[config.mk]
export PLATFORM = sky130hd
export DESIGN_NAME = wled_chain_ctrl
export DESIGN_NICKNAME = d
export VERILOG_FILES = /design/src/rtl/wled_pkg.sv /design/src/rtl/wled_refresh_timer.sv /design/src/rtl/wled_chain_ctrl.sv
export SDC_FILE = /design/constraint.sdc
export NUM_CORES = 1
export LEC_CHECK = 0
export CAP_MARGIN = 15
export CELL_PAD_IN_SITES_DETAIL_PLACEMENT = 1
export CELL_PAD_IN_SITES_GLOBAL_PLACEMENT = 1
export CORE_MARGIN = 5
export CORE_UTILIZATION = 45
export CTS_BUF_LIST = sky130_fd_sc_hd__clkbuf_4 sky130_fd_sc_hd__clkbuf_8
export DETAILED_ROUTE_END_ITERATION = 8
export GPL_TIMING_DRIVEN = 0
export MAX_ROUTING_LAYER = met4
export PLACE_DENSITY_LB_ADDON = 0.3
export SETUP_SLACK_MARGIN = 0.02
export SLEW_MARGIN = 10
export SYNTH_ARGS = -nofsm -noshare
export SYNTH_HDL_FRONTEND = slang
export SYNTH_SLANG_ARGS = --single-unit
[constraint.sdc]
create_clock -name clk -period 5.6 [get_ports clk]
set_clock_uncertainty 0.05 [all_clocks]
set_input_delay 1.4 -clock clk [delete_from_list [all_inputs] [get_ports clk]]
set_output_delay 1.4 -clock clk [all_outputs]
set_load 0.01 [all_outputs]
[src/rtl/wled_pkg.sv]
// Shared state type, GRB field layout and level constants for the WS2812 chain sequencer.
package wled_pkg;

  typedef enum logic [1:0] {IDLE, SNAP, WRITE, GAP} state_t;

  localparam int G_OFS = 16;
  localparam int R_OFS = 8;
  localparam int B_OFS = 0;

  localparam int         LED_NUM_W  = 8;
  localparam logic [7:0] LEVEL_FULL = 8'hFF;

  // Each set colour flag becomes the on-level, each clear flag becomes zero.
  function automatic logic [23:0] make_grb(input logic g, input logic r, input logic b,
                                           input logic [7:0] level);
    logic [23:0] v;
    v = '0;
    v[G_OFS +: 8] = g ? level : 8'h00;
    v[R_OFS +: 8] = r ? level : 8'h00;
    v[B_OFS +: 8] = b ? level : 8'h00;
    return v;
  endfunction

endpackage

[src/rtl/wled_refresh_timer.sv]
// Free-running divider that emits a one-cycle tick every CLK_MHZ*1000*REFRESH_MS clocks.
module wled_refresh_timer #(
  parameter int CLK_MHZ    = 27,
  parameter int REFRESH_MS = 20
) (
  input  logic clk,
  input  logic rst_n,
  output logic tick
);

  localparam int PERIOD = CLK_MHZ * 1000 * REFRESH_MS;
  localparam int CNT_W  = $clog2(PERIOD);
  localparam logic [CNT_W-1:0] LAST = CNT_W'(PERIOD - 1);

  logic [CNT_W-1:0] count;

  always_ff @(posedge clk or negedge rst_n) begin
    if (!rst_n) begin
      count <= '0;
      tick  <= 1'b0;
    end else begin
      tick  <= (count == LAST);
      count <= (count == LAST) ? '0 : count + CNT_W'(1);
    end
  end

endmodule

[src/rtl/wled_chain_ctrl.sv]
// Snapshots per-LED colour flags and writes them one LED at a time into a ws2812 driver.
// Optional macro WLED_BRIGHTNESS_EN makes the on-level follow the brightness input.
module wled_chain_ctrl
  import wled_pkg::*;
#(
  parameter int CLK_MHZ    = 27,
  parameter int NUM_LEDS   = 8,
  parameter int REFRESH_MS = 20
) (
  input  logic                clk,
  input  logic                rst_n,
  input  logic [NUM_LEDS-1:0] led_green,
  input  logic [NUM_LEDS-1:0] led_red,
  input  logic [NUM_LEDS-1:0] led_blue,
  input  logic [7:0]          brightness,
  output logic [23:0]         rgb_data,
  output logic [7:0]          led_num,
  output logic                write,
  output logic                busy,
  output logic                frame_done
);

  localparam logic [LED_NUM_W-1:0] LAST_IDX = LED_NUM_W'(NUM_LEDS - 1);

  state_t               state;
  logic                 pending;
  logic                 tick;
  logic                 change;
  logic [LED_NUM_W-1:0] idx;
  logic [LED_NUM_W-1:0] nxt_idx;
  logic [NUM_LEDS-1:0]  snap_g, snap_r, snap_b;
  logic                 nxt_g, nxt_r, nxt_b;
  logic [7:0]           live_level, snap_level;

  wled_refresh_timer #(
    .CLK_MHZ    (CLK_MHZ),
    .REFRESH_MS (REFRESH_MS)
  ) u_timer (
    .clk   (clk),
    .rst_n (rst_n),
    .tick  (tick)
  );

  wire flags_differ = (led_green != snap_g) || (led_red != snap_r) || (led_blue != snap_b);

`ifdef WLED_BRIGHTNESS_EN
  logic [7:0] snap_bri;

  always_ff @(posedge clk or negedge rst_n) begin
    if (!rst_n)
      snap_bri <= 8'h00;
    else if (state == SNAP)
      snap_bri <= brightness;
  end

  assign live_level = brightness;
  assign snap_level = snap_bri;
  assign change     = flags_differ || (brightness != snap_bri);
`else
  logic unused_brightness;
  assign unused_brightness = ^brightness;
  assign live_level = LEVEL_FULL;
  assign snap_level = LEVEL_FULL;
  assign change     = flags_differ;
`endif

  assign nxt_idx = idx + LED_NUM_W'(1);

  // Mux selection by loop keeps the index width independent of NUM_LEDS.
  always_comb begin
    nxt_g = 1'b0;
    nxt_r = 1'b0;
    nxt_b = 1'b0;
    for (int i = 0; i < NUM_LEDS; i++) begin
      if (nxt_idx == LED_NUM_W'(i)) begin
        nxt_g = snap_g[i];
        nxt_r = snap_r[i];
        nxt_b = snap_b[i];
      end
    end
  end

  always_ff @(posedge clk or negedge rst_n) begin
    if (!rst_n) begin
      state      <= IDLE;
      pending    <= 1'b1;
      idx        <= '0;
      snap_g     <= '0;
      snap_r     <= '0;
      snap_b     <= '0;
      rgb_data   <= '0;
      led_num    <= '0;
      write      <= 1'b0;
      busy       <= 1'b0;
      frame_done <= 1'b0;
    end else begin
      write      <= 1'b0;
      frame_done <= 1'b0;
      pending    <= pending | change | tick;
      unique case (state)
        IDLE: begin
          if (pending) begin
            busy  <= 1'b1;
            state <= SNAP;
          end
        end
        SNAP: begin
          // A tick landing in this cycle must still schedule another sweep.
          pending  <= tick;
          snap_g   <= led_green;
          snap_r   <= led_red;
          snap_b   <= led_blue;
          idx      <= '0;
          led_num  <= '0;
          rgb_data <= make_grb(led_green[0], led_red[0], led_blue[0], live_level);
          write    <= 1'b1;
          state    <= WRITE;
        end
        WRITE: begin
          if (idx == LAST_IDX)
            frame_done <= 1'b1;
          state <= GAP;
        end
        GAP: begin
          if (idx == LAST_IDX) begin
            busy  <= 1'b0;
            state <= IDLE;
          end else begin
            idx      <= nxt_idx;
            led_num  <= nxt_idx;
            rgb_data <= make_grb(nxt_g, nxt_r, nxt_b, snap_level);
            write    <= 1'b1;
            state    <= WRITE;
          end
        end
      endcase
    end
  end

endmodule

==> impl_metrics.env, run 1 <==
export IMPL_synthToLayoutAreaGrowth_pct=26.8
export IMPL_fmax_ghz=0.330
export IMPL_cts_root_buf="clkbuf_8"
export IMPL_synthFlopType="dfrtp_1"
export IMPL_synth_distinct_cells=57
export IMPL_yosys_warnings=0
export IMPL_drv_cap=0
export IMPL_cts_resized_gates=0
export IMPL_yosys_register_bits=62
export IMPL_synth_top_area_share=0.431
export IMPL_rows=32
export IMPL_wire_per_inst_microns=17.1
export IMPL_grt_pass1_vias=2969
export IMPL_coreArea_sq_um=7690
export IMPL_grt_pass1_wl_microns=14700
export IMPL_grt_overflow=0
export IMPL_die_area_sq_um=9740
export IMPL_mostFrequentLayoutCells="dfrtp_1 (61), clkdlybuf4s50_1 (59), nor2_1 (25), buf_4 (24), xnor2_1 (23)"
export IMPL_whs_ps=411
export IMPL_power_density_nw_per_um2=506
export IMPL_hp_class="flop to flop"
export IMPL_instances_no_fill=524
export IMPL_p_leak_nw=1.89
export IMPL_wirelength_microns=8970
export IMPL_io_pins=69
export IMPL_floorplan_initialDensity=0.460
export IMPL_drc=0
export IMPL_avgSynthCellArea_sq_um=10.2
export IMPL_via_per_inst=5.44
export IMPL_die_h_microns=98.7
export IMPL_crit_path_end_kind="output pin"
export IMPL_die_w_microns=98.7
export IMPL_syn_instance_count=346
export IMPL_drt_iter0_drc=66
export IMPL_synth_edff_count=0
export IMPL_cp_start_kind="flop"
export IMPL_report_power_total_w=0.00227
export IMPL_synth_area_sq_um=3540
export IMPL_clk_latency_ps=340
export IMPL_grt_max_degree=63
export IMPL_slew_violations=0
export IMPL_final_common_cell="dfrtp_1"
export IMPL_setup_tns_ps=0
export IMPL_clock_sinks=62
export IMPL_ys_seq_area_frac=0.439
export IMPL_period_minus_slack_ps=3030
export IMPL_criticalPathCategory="flop to output pin"
export IMPL_dr_pass1_iters=4
export IMPL_post_cts_setup_buffers=0
export IMPL_tightest_slew_ps=784
export IMPL_io_buffers=60
export IMPL_async_flop_share=1.00
export IMPL_slew_limit_headroom=0.477
export IMPL_peakVddDrop_mv=0.191
export IMPL_required_ps=4150
export IMPL_dr_total_vias=2850
export IMPL_finalHoldViolations=0
export IMPL_synth_area_top_cells="dfrtp_1 (43%), mux2_2 (6.7%), xnor2_1 (5.7%)"
export IMPL_cts_tree="built"
export IMPL_antenna_cells=0
export IMPL_fin_crit_sh=0.541
export IMPL_cts_max_path_buffers=2
export IMPL_drive_gt1_frac=0.187
export IMPL_antenna_found_initial=0
export IMPL_grt_use_total=0.194
export IMPL_drtAntennaViolNets=0
export IMPL_cts_made_buffers=9
export IMPL_crit_arrival_ps=1580
export IMPL_synth_nets=386
export IMPL_dp_cells=508
export IMPL_hpwl_microns=6610
export IMPL_gp_congestion=0.824
export IMPL_clk_pin_slew_ps=70
export IMPL_rsz0062_at_grt="false"
export IMPL_hold_buffers=0
export IMPL_run_status="finished clean"
export IMPL_setup_violations=0
export IMPL_cp_max_fo=10
export IMPL_h_tree_depth=3
export IMPL_yosysTopAreaCell="dfrtp_1"
export IMPL_fin_nets=457
[sequential cells by signal, indices dropped and copies added (netlist names)]
name and flops:
snap_g 8, u_timer.tick 1, write 1, snap_b 8
snap_r 8, pending 1, rgb_data 3, idx 8
frame_done 1, state 2, busy 1, u_timer.count 20
[logic make-up after synthesis]
family | synth area share
compound gates | 0.123
buf+inv | 0.0767
xor+xnor | 0.111
mux | 0.0668
fa+ha+maj | 0.0212
simple gates | 0.162
flops | 0.439
[metrics by stage]
| stage | setup WS (ps) | instance area (sq um) | utilization |
|---|---|---|---|
| after floorplan | 3230 | 3540 | - |
| after global placement | 1030 | 4270 | 0.555 |
| after detailed placement | 2520 | 4270 | 0.555 |
| after CTS | 2550 | 4490 | 0.584 |
| after global routing | 2500 | 4490 | 0.584 |
| final | 2570 | 4490 | 0.584 |
[path summary, 6_finish.rpt]
| kind | from | to | slack (ps) | cells after the start |
|---|---|---|---|---|
| hold / removal | u_timer.tick | pending | 410 | 1 |
| setup / recovery | rgb_data[22] | rgb_data[19] | 2570 | 2 |
| min in group asynchronous | rst_n | idx[4] | 1070 | 1 |
| setup reg to reg | idx[0] | rgb_data[7] | 3170 | 8 |
| max in group asynchronous | rst_n | u_timer.count[16] | 3890 | 1 |
| hold reg to reg | u_timer.tick | pending | 410 | 1 |
[per-layer routing]
layer  global-route usage  up-vias  wire, microns
li1                     -     1344              -
met1                0.232     1427           4060
met2                0.330       69           4450
met3               0.0467       10            394
met4               0.0473        0             73
met5                    -        -              0
[layout make-up]
cell class,instances,area (sq um)
Fill cell,871,3200
Multi-Input combinational cell,237,1720
Sequential cell,62,1550
Timing Repair Buffer,60,598
Buffer,36,230
Tap cell,102,128
Clock buffer,9,124
Clock inverter,7,97.6
Inverter,11,41.3
[worst max-delay path: stages (launching register included)]
cell and delay (ps):
dfrtp_1 550, buf_4 170, clkdlybuf4s50_1 530
[cells in the mapped netlist (2+ instances only)]
cell / count
dfrtp_1: 61
nor2_1: 25
buf_4: 23
xnor2_1: 23
xor2_1: 22
mux2_2: 21
nand2_1: 21
a21oi_1: 11
inv_1: 11
nand3_1: 10
o21ai_0: 10
nand4_1: 9
buf_2: 7
ha_1: 6
nor2b_1: 6
and3_1: 5
clkbuf_1: 5
nor4_1: 5
o21ai_1: 5
and3b_1: 4
nor3_1: 4
a211oi_1: 3
and4_1: 3
o31ai_1: 3
a2111oi_2: 2
a22oi_1: 2
a31oi_1: 2
nand3b_1: 2
nor3b_1: 2
o211ai_1: 2
o21a_1: 2
o21bai_1: 2
o22ai_1: 2
o32ai_1: 2
[report_power, final]
| group | total, W | internal (W) | switching (W) |
|---|---|---|---|
| Combinational | 0.00110 | 0.000589 | 0.000515 |
| Clock | 0.000441 | 0.000252 | 0.000189 |
| Sequential | 0.000725 | 0.000576 | 0.000150 |
| Total | 0.00227 | 0.00142 | 0.000854 |
Note: power is estimated with default switching activity, not from simulation.
==> run 2: changes to the inputs <==
Settings changed: CORE_UTILIZATION 45 to 42.
Clock period 5.6 ns to 3.15 ns, I/O delays scaled along.
==> run 2 against run 1 <==
Net effect:
- cell count up 0.19%
- cell area decreased by 0.89%
- critical path depth is 7 higher
- flip-flop and latch count did not move
- largest cell class unchanged
==> impl_metrics.env, run 2 (same netlist as run 1, synthesis figures left out) <==
export IMPL_slowest_stage="dfrtp_1"
export IMPL_clkPwrFrac=0.166
export IMPL_crit_cells=9
export IMPL_power_frac_seq=0.333
export IMPL_gp_congestion=0.829
export IMPL_wirelength_microns=8910
export IMPL_die_w_microns=102
export IMPL_criticalPathCategory="flop to flop"
export IMPL_cts_root_buf="clkbuf_8"
export IMPL_io_buffers=60
export IMPL_grt_overflow=0
export IMPL_dp_cells=511
export IMPL_slew_limit_headroom=0.472
export IMPL_finalHoldViolations=0
export IMPL_fin_area_sq_um=4450
export IMPL_pwr_share_comb=0.501
export IMPL_peakVddDrop_mv=0.398
export IMPL_r2r_start="idx[0]"
export IMPL_required_ps=3340
export IMPL_clk_pin_slew_ps=70
export IMPL_cts_resized_gates=0
export IMPL_crit_arrival_ps=2610
export IMPL_intPower_w=0.00242
export IMPL_power_density_nw_per_um2=874
export IMPL_swShare=0.377
export IMPL_cts_made_buffers=9
export IMPL_crit_path_end_kind="flop"
export IMPL_worst_path_buf_inv=3
export IMPL_coreArea_sq_um=8220
export IMPL_fillers=916
export IMPL_final_common_cell="dfrtp_1"
export IMPL_p_leak_nw=1.88
export IMPL_worstHoldPathCells=1
export IMPL_instances_no_fill=525
export IMPL_antenna_found_initial=0
export IMPL_hold_buffers=0
export IMPL_timing_rr_end="rgb_data[15]"
export IMPL_drt_iter0_drc=88
export IMPL_cts_max_path_buffers=2
export IMPL_hp_class="flop to flop"
export IMPL_post_cts_setup_buffers=0
export IMPL_die_area_sq_um=10400
export IMPL_hpwl_microns=6650
export IMPL_hold_end="pending"
export IMPL_path_cells="buf_2 -> inv_1 -> ha_1 -> clkbuf_1 -> a21oi_1 -> o21a_1 -> a2111oi_2 -> o21ai_1 -> o31ai_2"
export IMPL_cts_tree="built"
export IMPL_dpl_worst_slack_ps=616
export IMPL_dr_total_vias=2774
export IMPL_cp_top_family="compound AO/OA/AOI/OAI gates"
export IMPL_grt_pass1_wl_microns=15100
export IMPL_whs_ps=410
export IMPL_fmax_ghz=0.413
export IMPL_fin_nets=457
export IMPL_drc=0
export IMPL_grt_max_degree=63
export IMPL_wire_per_inst_microns=17.0
export IMPL_fin_crit_sh=0.768
export IMPL_slowest_delay_ps=450
export IMPL_via_per_inst=5.28
export IMPL_cp_max_fo=10
export IMPL_setup_slack_ps=729
export IMPL_period_minus_slack_ps=2420
export IMPL_synthToLayoutAreaGrowth_pct=25.6
export IMPL_run_status="finished clean"
export IMPL_post_route_util=0.541
export IMPL_cp_start_kind="flop"
export IMPL_h_tree_depth=3
export IMPL_die_h_microns=102
export IMPL_rows=33
export IMPL_multi_input_area_sq_um=1720
export IMPL_largest_reg_flops=20
export IMPL_tightest_slew_ps=792
export IMPL_slew_violations=0
export IMPL_drtAntennaViolNets=0
export IMPL_mostFrequentLayoutCells="dfrtp_1 (61), clkdlybuf4s50_1 (59), nor2_1 (25), buf_4 (24), xnor2_1 (23)"
export IMPL_drv_cap=0
export IMPL_setup_violations=0
export IMPL_drive_gt1_frac=0.183
export IMPL_clock_sinks=62
export IMPL_place_area_sq_um=4270
export IMPL_rsz0062_at_grt="false"
export IMPL_clk_latency_ps=340
export IMPL_antenna_cells=0
export IMPL_largest_register="u_timer.count"
export IMPL_dr_pass1_iters=4
export IMPL_floorplan_initialDensity=0.431
export IMPL_io_pins=69
export IMPL_r2r_setup_slack_ps=730
export IMPL_grt_use_total=0.191
export IMPL_power_switching_w=0.00146
export IMPL_min_delay_start="u_timer.tick"
export IMPL_seqCellArea_sq_um=1550
export IMPL_grt_pass1_vias=3013
export IMPL_reg2reg_depth=9
==> run 2: cell types whose count changed in the layout (fill, tap and decap cells not counted) <==
cell	previous run	this run
bufinv_16	2	0
clkbuf_4	0	1
clkbuf_8	9	12
clkinv_4	1	0
clkinvlp_4	2	0
inv_6	1	0
==> run 2: routing by layer <==
| metal | global-route usage | vias up | share of wire |
|---|---|---|---|
| li1 | - | 1346 | - |
| met1 | 0.252 | 1360 | 0.46 |
| met2 | 0.296 | 59 | 0.48 |
| met3 | 0.0351 | 9 | 0.050 |
| met4 | 0.0665 | 0 | 0.013 |
| met5 | - | - | 0 |
==> run 2: power groups by stage <==
stage | combinational [W] | clock [W] | sequential [W]
after floorplan | 0.00127 | 0 | 0.00125
after global placement | 0.00190 | 0 | 0.00129
after detailed placement | 0.00195 | 0 | 0.00131
after CTS | 0.00197 | 0.000664 | 0.00130
after global routing | 0.00212 | 0.000703 | 0.00134
final | 0.00195 | 0.000644 | 0.00130
==> run 2: through the flow <==
step	total power (W)	setup TNS, ps
floorplan	0.00252	0
global placement	0.00319	-50970
detailed placement	0.00326	0
CTS	0.00394	0
global route	0.00416	0
finish	0.00389	0
==> run 2: area by class of cell <==
cell class | count | area share
Buffer | 36 | 0.0518
Inverter | 11 | 0.00929
Timing Repair Buffer | 60 | 0.134
Multi-Input combinational cell | 237 | 0.386
Clock buffer | 13 | 0.0388
Clock inverter | 1 | 0.00113
Tap cell | 105 | 0.0295
Sequential cell | 62 | 0.349
==> run 2: how the worst max path moves through the flow <==
stage | from | to | slack (ps)
3_5_place_dp | led_red[5] | pending | 620
4_1_cts | rgb_data[22] | rgb_data[18] | 700
2_1_floorplan | idx[0] | rgb_data[7] | 1120
6_report | idx[0] | rgb_data[15] | 730
5_1_grt | idx[0] | rgb_data[15] | 520
3_3_place_gp | rst_n | u_timer.count[5] | -840
==> run 3: changes to the inputs <==
Clock period 3.15 ns to 2.4 ns, I/O delays scaled along.
==> run 3 against run 2 <==
Net effect:
- non-clock buffer count did not move
- sequential share of layout area hardly changed
- largest cell class unchanged
- cell area rose by 0.17%
- die area did not move
- hold slack lost 130 ps
- first-iteration DRC count rose by 20%
- total power grew 32%
- via count up 0.43%
- flip-flop and latch count unchanged
==> impl_metrics.env, run 3 (same netlist as run 1, synthesis figures left out) <==
export IMPL_run_status="finished clean"
export IMPL_gp_congestion=0.829
export IMPL_grt_pass1_vias=3004
export IMPL_drv_cap=0
export IMPL_wirelength_microns=8950
export IMPL_cts_tree="built"
export IMPL_cp_start_kind="flop"
export IMPL_report_power_total_w=0.00513
export IMPL_antenna_cells=0
export IMPL_clk_latency_ps=340
export IMPL_hpwl_microns=6650
export IMPL_largest_reg_flops=20
export IMPL_cp_max_fo=10
export IMPL_die_w_microns=102
export IMPL_criticalPathCategory="flop to output pin"
export IMPL_clk_pin_slew_ps=80
export IMPL_intPower_w=0.00319
export IMPL_path_cells="buf_4 -> clkdlybuf4s50_1"
export IMPL_worst_path_buf_inv=2
export IMPL_fmax_ghz=0.449
export IMPL_tightest_slew_ps=790
export IMPL_drc=0
export IMPL_setup_violations=0
export IMPL_whs_ps=279
export IMPL_multi_input_area_sq_um=1720
export IMPL_io_buffers=60
export IMPL_peakVddDrop_mv=0.522
export IMPL_synthToLayoutAreaGrowth_pct=25.8
export IMPL_swShare=0.377
export IMPL_cts_made_buffers=9
export IMPL_slowest_delay_ps=540
export IMPL_cp_top_family="buffers and inverters"
export IMPL_startpoint="rgb_data[22]"
export IMPL_floorplan_initialDensity=0.431
export IMPL_r2r_setup_slack_ps=180
export IMPL_crit_path_end_kind="output pin"
export IMPL_crit_path_end="rgb_data[18]"
export IMPL_crit_cells=2
export IMPL_io_pins=69
export IMPL_wire_per_inst_microns=17.0
export IMPL_drt_iter0_drc=106
export IMPL_antenna_found_initial=0
export IMPL_seqCellArea_sq_um=1560
export IMPL_finalHoldViolations=0
export IMPL_dp_cells=511
export IMPL_rows=33
export IMPL_clock_sinks=62
export IMPL_p_leak_nw=1.88
export IMPL_largest_register="u_timer.count"
export IMPL_period_minus_slack_ps=2220
export IMPL_slew_limit_headroom=0.473
export IMPL_instances_no_fill=525
export IMPL_drive_gt1_frac=0.193
export IMPL_power_frac_seq=0.333
export IMPL_fin_crit_sh=0.927
export IMPL_timing_rr_end="rgb_data[7]"
export IMPL_drtAntennaViolNets=0
export IMPL_cts_root_buf="clkbuf_8"
export IMPL_cts_max_path_buffers=2
export IMPL_grt_overflow=0
export IMPL_fin_nets=457
export IMPL_r2r_start="idx[0]"
export IMPL_dr_total_vias=2786
export IMPL_power_switching_w=0.00194
export IMPL_pwr_share_comb=0.502
export IMPL_fillers=914
export IMPL_via_per_inst=5.31
export IMPL_clkPwrFrac=0.165
export IMPL_reg2reg_depth=8
export IMPL_power_density_nw_per_um2=1150
export IMPL_rsz0062_at_grt="false"
export IMPL_h_tree_depth=3
export IMPL_coreArea_sq_um=8220
export IMPL_die_h_microns=102
export IMPL_grt_pass1_wl_microns=15100
export IMPL_setup_tns_ps=0
export IMPL_slew_violations=0
export IMPL_fin_area_sq_um=4450
export IMPL_grt_use_total=0.192
export IMPL_post_cts_setup_buffers=0
export IMPL_dr_pass1_iters=4
export IMPL_die_area_sq_um=10400
export IMPL_mostFrequentLayoutCells="dfrtp_1 (59), clkdlybuf4s50_1 (59), nor2_1 (25), buf_4 (24), xnor2_1 (23)"
export IMPL_crit_arrival_ps=1570
export IMPL_grt_max_degree=63
export IMPL_required_ps=1750
export IMPL_hold_buffers=0
export IMPL_place_area_sq_um=4270
export IMPL_slowest_stage="clkdlybuf4s50_1"
export IMPL_hp_class="input port to asynchronous set/reset pin"
-- run 3: how the worst min path moves through the flow --
stage / end / slack [ps] / depth (start not counted)
finish: snap_g[5] / 280 / 1
global route: snap_g[5] / 340 / 1
CTS: snap_g[5] / 320 / 1
detailed placement: pending / 400 / 1
global placement: pending / 380 / 1
floorplan: busy / 250 / 0
-- run 3: area by class of cell --
type / instances / share of cell area
Multi-Input combinational cell: 237 / 0.385
Inverter: 11 / 0.00927
Timing Repair Buffer: 60 / 0.134
Buffer: 36 / 0.0528
Sequential cell: 62 / 0.349
Clock buffer: 13 / 0.0388
Tap cell: 105 / 0.0295
Clock inverter: 1 / 0.00112
-- run 3: timing repair --
| item | in CTS | in global routing |
|---|---|---|
| hold endpoints to repair | 0 | 0 |
| pin swaps | 0 | 0 |
| endpoints found under the setup margin | 1 | 2 |
| resized for setup | 1 | 5 |
-- run 3: stage by stage --
stage	setup slack, ps	util
after global placement	-1400	0.520
after detailed placement	-5.69	0.520
after floorplan	370	-
after global routing	20.6	0.542
final	175	0.542
after CTS	126	0.541
-- run 3: power by group through the flow --
stage                     Clock [W]  Combinational (W)  Sequential [W]
final                      0.000847            0.00258         0.00171
after global routing       0.000923            0.00280         0.00176
after CTS                  0.000871            0.00259         0.00170
after detailed placement          0            0.00256         0.00172
after global placement            0            0.00249         0.00169
after floorplan                   0            0.00167         0.00164
-- run 3: routing by layer --
metal  share of wire  GRT usage
met1            0.47      0.253
met4           0.012     0.0665
met5               0          -
met2            0.48      0.296
met3           0.040     0.0351
